--- src/rtl/timer_multi.sv ---
`default_nettype none
// timer_multi: NCH independent down-counter timers with sticky interrupt and overrun flags. Rev 1.0
// Optional macro TIMER_PRESCALER_EN adds a per-channel /1,/4,/16,/64 tick divider (CTRL[3:2]).
module timer_multi #(
    parameter int NCH   = 4,
    parameter int WIDTH = 8
) (
    input  logic                 clk,
    input  logic                 reset,
    input  logic                 wr_en,
    input  logic [2:0]           wr_ch,
    input  logic                 wr_reg,
    input  logic [WIDTH-1:0]     wr_data,
    input  logic [NCH-1:0]       int_ack,
    output logic [NCH-1:0]       pint,
    output logic [NCH-1:0]       ovr,
    output logic [NCH*WIDTH-1:0] count
);
    typedef enum logic {IDLE = 1'b0, RUN = 1'b1} state_t;

    state_t           state     [NCH];
    state_t           state_nx  [NCH];
    logic [WIDTH-1:0] period    [NCH];
    logic [WIDTH-1:0] period_nx [NCH];
    logic [WIDTH-1:0] cnt       [NCH];
    logic [WIDTH-1:0] cnt_nx    [NCH];
    logic [NCH-1:0]   per, per_nx, pint_nx, ovr_nx;
    logic [NCH-1:0]   ctrl_wr, period_wr, tick, hit;

`ifdef TIMER_PRESCALER_EN
    logic [1:0]       psel      [NCH];
    logic [1:0]       psel_nx   [NCH];
    logic [5:0]       pre       [NCH];
    logic [5:0]       pre_nx    [NCH];

    function automatic logic [5:0] pre_limit(input logic [1:0] sel);
        case (sel)
            2'd0:    return 6'd0;
            2'd1:    return 6'd3;
            2'd2:    return 6'd15;
            default: return 6'd63;
        endcase
    endfunction
`endif

    always_comb begin
        ctrl_wr   = '0;
        period_wr = '0;
        tick      = '0;
        hit       = '0;
        per_nx    = per;
        pint_nx   = pint;
        ovr_nx    = ovr;
        for (int i = 0; i < NCH; i++) begin
            state_nx[i]  = state[i];
            period_nx[i] = period[i];
            cnt_nx[i]    = cnt[i];
`ifdef TIMER_PRESCALER_EN
            psel_nx[i]   = psel[i];
            pre_nx[i]    = pre[i];
`endif
            ctrl_wr[i]   = wr_en && (wr_ch == 3'(i)) && wr_reg;
            period_wr[i] = wr_en && (wr_ch == 3'(i)) && !wr_reg;

            // A CTRL write on this edge overrides any tick the channel would have taken.
`ifdef TIMER_PRESCALER_EN
            if (state[i] == RUN && !ctrl_wr[i]) begin
                tick[i]   = (pre[i] == pre_limit(psel[i]));
                pre_nx[i] = tick[i] ? 6'd0 : pre[i] + 6'd1;
            end
`else
            tick[i] = (state[i] == RUN) && !ctrl_wr[i];
`endif
            hit[i] = tick[i] && (cnt[i] == '0);
            if (tick[i] && !hit[i])
                cnt_nx[i] = cnt[i] - WIDTH'(1);

            if (int_ack[i]) begin
                pint_nx[i] = 1'b0;
                ovr_nx[i]  = 1'b0;
            end
            if (hit[i]) begin
                pint_nx[i] = 1'b1;
                if (pint[i])
                    ovr_nx[i] = 1'b1;
                if (per[i])
                    cnt_nx[i] = period[i];
                else
                    state_nx[i] = IDLE;
            end

            if (period_wr[i])
                period_nx[i] = wr_data;
            if (ctrl_wr[i]) begin
                state_nx[i] = wr_data[0] ? RUN : IDLE;
                per_nx[i]   = wr_data[1];
`ifdef TIMER_PRESCALER_EN
                psel_nx[i]  = wr_data[3:2];
`endif
                if (wr_data[0]) begin
                    cnt_nx[i] = period[i];
`ifdef TIMER_PRESCALER_EN
                    pre_nx[i] = 6'd0;
`endif
                end
            end
        end
    end

    always_ff @(posedge clk or negedge reset) begin
        if (!reset) begin
            per  <= '0;
            pint <= '0;
            ovr  <= '0;
            for (int i = 0; i < NCH; i++) begin
                state[i]  <= IDLE;
                period[i] <= '0;
                cnt[i]    <= '0;
`ifdef TIMER_PRESCALER_EN
                psel[i]   <= 2'd0;
                pre[i]    <= 6'd0;
`endif
            end
        end else begin
            per  <= per_nx;
            pint <= pint_nx;
            ovr  <= ovr_nx;
            for (int i = 0; i < NCH; i++) begin
                state[i]  <= state_nx[i];
                period[i] <= period_nx[i];
                cnt[i]    <= cnt_nx[i];
`ifdef TIMER_PRESCALER_EN
                psel[i]   <= psel_nx[i];
                pre[i]    <= pre_nx[i];
`endif
            end
        end
    end

    for (genvar g = 0; g < NCH; g++) begin : g_count
        assign count[g*WIDTH +: WIDTH] = cnt[g];
    end

endmodule
`default_nettype wire

--- config.mk ---
export PLATFORM = sky130hd
export DESIGN_NAME = timer_multi
export DESIGN_NICKNAME = d
export VERILOG_FILES = /design/src/rtl/timer_multi.sv
export SDC_FILE = /design/constraint.sdc
export NUM_CORES = 1
export LEC_CHECK = 0
export ABC_AREA = 1
export CORE_MARGIN = 4
export CORE_UTILIZATION = 40
export DETAILED_ROUTE_END_ITERATION = 6
export PLACE_DENSITY = 0.68
export SYNTH_ARGS = -nofsm -noshare
export SYNTH_HDL_FRONTEND = slang
export SYNTH_SLANG_ARGS = --single-unit
--- constraint.sdc ---
create_clock -name clk -period 1.87 [get_ports clk]
set_clock_uncertainty 0.05 [all_clocks]
set_input_delay 0.374 -clock clk [delete_from_list [all_inputs] [get_ports clk]]
set_output_delay 0.374 -clock clk [all_outputs]
set_load 0.05 [all_outputs]
# Word-level counts from Yosys, hierarchy flattened
# Index checks and enable logic that the tools add are counted.
[classes]
eq_ne = 7
mux = 53
bitwise = 0
n_lt_le_gt_ge = 0
shifts = 0
reduce_logical = 50
mul = 0
div_mod_pow = 0
n_addsub = 4
[op_table]
columns = ["op", "count"]
rows = [
  ["two-way mux 8 bit", 20],
  ["two-way mux 1 bit", 33],
  ["logical NOT 8 bit", 4],
  ["subtractor 8 x 1 -> 8 bit, second input constant", 4],
  ["logical AND 1 bit", 24],
  ["nonzero test 2 bit", 8],
  ["logical NOT 1 bit", 9],
  ["!= test 2 x 1 -> 1 bit, second input constant", 4],
  ["AND reduction 2 bit", 4],
  ["== test 3 x 2 -> 1 bit, second input constant", 2],
  ["== test 3 x 1 -> 1 bit, second input constant", 1],
  ["logical NOT 3 bit", 1],
]
[word_totals]
mem_count = 0
input_bits = 19
word_cells = 135
ramBits = 0
mem_bits_ro = 0
regBits = 80
latchBits = 0

# Logic depth before layout (Yosys ltp)
[depth]
word_depth = 13
ltp_mapped = 11
ltp_nobuf = 11

# Worst setup path after synthesis
# OpenSTA, ideal clock, no wires.
[synth_timing]
path_type = "flip-flop to flip-flop"
from = "register cnt (netlist bit count[16])"
to = "register cnt (netlist bit count[17])"
path_slack_ps = 0
path_stages_with_launch = 10
n_path_buf = 0
arrival_ps = 1703
cell_sequence = "dfrtp_1 inv_1 ha_1 nand3_2 nor2_2 nand4_2 nand2_4 inv_2 nand2_1 nand2_1"
[synth_lines]
columns = ["item", "line", "text"]
rows = [
  ["start, declared", "25", "logic [WIDTH-1:0] cnt [NCH];"],
  ["start signal, assigned by index", "131", "cnt[i] <= cnt_nx[i];"],
]

==> metrics <==
Tcrit/Tclk final=93.6%; area share of fa/ha/maj cells after synthesis=around 1.4%; Syn Inst Count=roughly 570; Global Route Usage Sum=16.0%; post-route setup slack=roughly 120 ps; Critical Path RT=2080 ps; Distinct cells, synth=26; Initial Util=a little over two fifths; DRC errors left=0; most common cell in the netlist=nand2_1; worst-path cell chain=inv_1 > ha_1 > nand2_1 > nor2_1 > nand2_1 > nand2_2 > nand2_4 > inv_4 > nand2_2 > nand2_1 > inv_1; Worst Tran Pin Value=about 430 ps; Worst EP arrival=between 1500 and 2000 ps; origin of the critical flop-to-flop path=count[24]; initial DRC count=186; r2r endpoint=count[31]; Place WS=-139 ps; post-synth top area cell=dfrtp_1; Critical Path Sink Type=register; Switching Share=between 40% and 50%; Crit Path Category=register to register; TritonCTS buffer count=9; Most common cell on crit path=nand2_1; TritonCTS clock tree=built; Max-Cap Viols=0; die span in y=113 um; clk buf depth=2; synth warn=0; worst vdd ir=~0.0008 V; clk sink count=80; sequential share of the synthesized area=~46%; worst hold-check path type=input port to asynchronous set/reset pin; Die Wd=roughly 110 um; Setup Viol. Count Final=0; worst hold slack=about 440 ps; CTS clk-pin slew, worst paths=roughly 80 ps; Slew HR=a little under three quarters; fin cells=between 700 and 800; Flop pwr share=32.3%; asr flop ratio synth=between 90% and 100%; CP max FO=9; share of cells above drive strength 1=18.9%; post-synthesis cell area=roughly 4400 um^2; CP delay by family, top=simple AND/OR/NAND/NOR gates; post-synthesis simple-gate area fraction=between 30% and 40%; Antenna Nets Post-Route=0; Peak Freq=between 0.5 and 0.6 GHz; cell row count=37; final hold violations=0; PwrDens=1640 nW/um^2; Post-synth EDFFs=0; sw power=4.27 mW; FF-to-FF setup slack=between 100 and 150 ps; main combinational cell family by area after synthesis=simple AND/OR/NAND/NOR gates; dpl hpwl=between 7000 and 8000 um; Yosys reg bits=80; # port buffers=between 50 and 60; H-tree depth=3; Power Internal=4.54 mW; core box area=10500 um^2; Avg Inst Size Synth=a little under 8 um^2; initial antenna violation count=0; postcts setup bufs=0; Placed Cells=775; clk root buf=clkbuf_8; I/O pins=between 50 and 60; n_diodes=0; Leak=approximately 2.8 nW; most common flop cell mapped by yosys=dfrtp_1; Worst R2R Path Depth=11; via count=3797; drt total wl=slightly below 10000 um; status=complete, no violations; vias in the first global route=approximately 3500; worst skew pair latency=360 ps; mux contribution to synthesized area=0%; post-synth top area share=between 40% and 50%; Comb pwr share=approximately 52%; Crit-path slowest cell=dfrtp_1; top post-synthesis cells by area=dfrtp_1 (46%), nand2_1 (18%), o21ai_0 (5.9%); crit path time final=approximately 1800 ps; area grow syn2layout=22.1%; Final #Nets=675; RSZ-0062 raised after global routing=no; Worst path max stage delay=400 ps; largest net degree at the start of global routing=33; Crit path buffers/inverters=3; vias per cell=approximately 4.8; synth cell count leaders=nand2_1 (216), dfrtp_1 (80), inv_1 (52), nor2_1 (52), o21ai_0 (52); Slew Limit Fails=0; clock power share=15.8%; routability congestion estimate=~0.8; GR Overflow Total=0; first-pass GRT wire length=between 15000 and 20000 um; Compound-Gate Fraction of Synth Area=8.09%; syn_nets=593; die area=~13000 um^2; Post-Synth XOR/XNOR Area=2.59%; total iterations of the first detailed-routing run=4; crit path launch type=register; TNS Setup=0 ps; wire per inst=around 13 um
[power by group through the flow]
stage / Clock, mW / Sequential [mW] / Combinational, mW
floorplan: 0 / 3.87 / 2.34
global placement: 0 / 2.86 / 4.49
detailed placement: 0 / 2.87 / 4.61
CTS: 1.41 / 2.85 / 4.62
global route: 1.50 / 2.93 / 5.11
finish: 1.39 / 2.84 / 4.58
[registers in the layout (all words and copies together), names as in the netlist]
name,cells
count,32
period,32
ovr,4
per,4
pint,4
state,4
[per-stage QoR]
step	utilization (%)	power (mW)	instance area, um^2
2_1_floorplan	-	6.21	4390
3_3_place_gp	48.9	7.35	5130
3_5_place_dp	48.9	7.48	5130
4_1_cts	51.0	8.88	5360
5_1_grt	51.0	9.54	5360
6_report	51.0	8.81	5360
[worst max path at each step]
| stage | from | endpoint | cells after the start |
|---|---|---|---|
| detailed placement | wr_ch[2] | count[15] | 9 |
| finish | count[24] | count[31] | 11 |
| CTS | count[16] | count[16] | 9 |
| floorplan | count[16] | count[17] | 9 |
| global placement | wr_ch[2] | count[15] | 9 |
| global route | count[0] | count[3] | 9 |
[layer usage]
metal  global-route usage (%)  wire (um)
met3                     2.67        392
met4                     6.57        190
met5                        0          0
met1                     21.7       4750
met2                     25.4       4570
[cells in the final DEF (no fill, tap or decap), drive strengths merged]
master         instances
buf                   58
ha                     5
nand4                  7
nor2                  66
inv                   61
nand2                227
bufinv                 2
o21ai                 57
clkbuf                11
clkinvlp               1
dfrtp                 80
dlygate4sd3            1
clkdlybuf4s50         17
clkinv                 2
xnor2                  5
xor2                   8
o22ai                  4
nor3                   3
a21oi                  9
nand3                 32
[worst reg2reg max path, cell delays in order (launching register included)]
cell and delay [ps]:
dfrtp_1 400, inv_1 130, ha_1 280, nand2_1 90, nor2_1 100, nand2_1 120, nand2_2 120, nand2_4 100
inv_4 110, nand2_2 50, nand2_1 60, inv_1 40
[final cells by class]
cell class / count / area [um^2]
Clock inverter: 5 / 81.3
Inverter: 61 / 236
Fill cell: 1041 / 5150
Clock buffer: 11 / 131
Timing Repair Buffer: 76 / 628
Sequential cell: 80 / 2000
Tap cell: 136 / 170
Multi-Input combinational cell: 423 / 2110
[logic make-up after synthesis]
| group | after synthesis |
|---|---|
| buffers and inverters | 66 |
| flip-flops | 80 |
| AO/OA/AOI/OAI | 70 |
| adder cells (fa/ha/maj) | 5 |
| AND/OR/NAND/NOR | 335 |
| XOR/XNOR | 13 |
[what timing repair did]
item,in CTS,in global routing
endpoints found under the setup margin,0,9
resized for setup,0,2
hold buffers,1,0
hold endpoints to repair,30,0
Power figures use the tool's default switching activity.
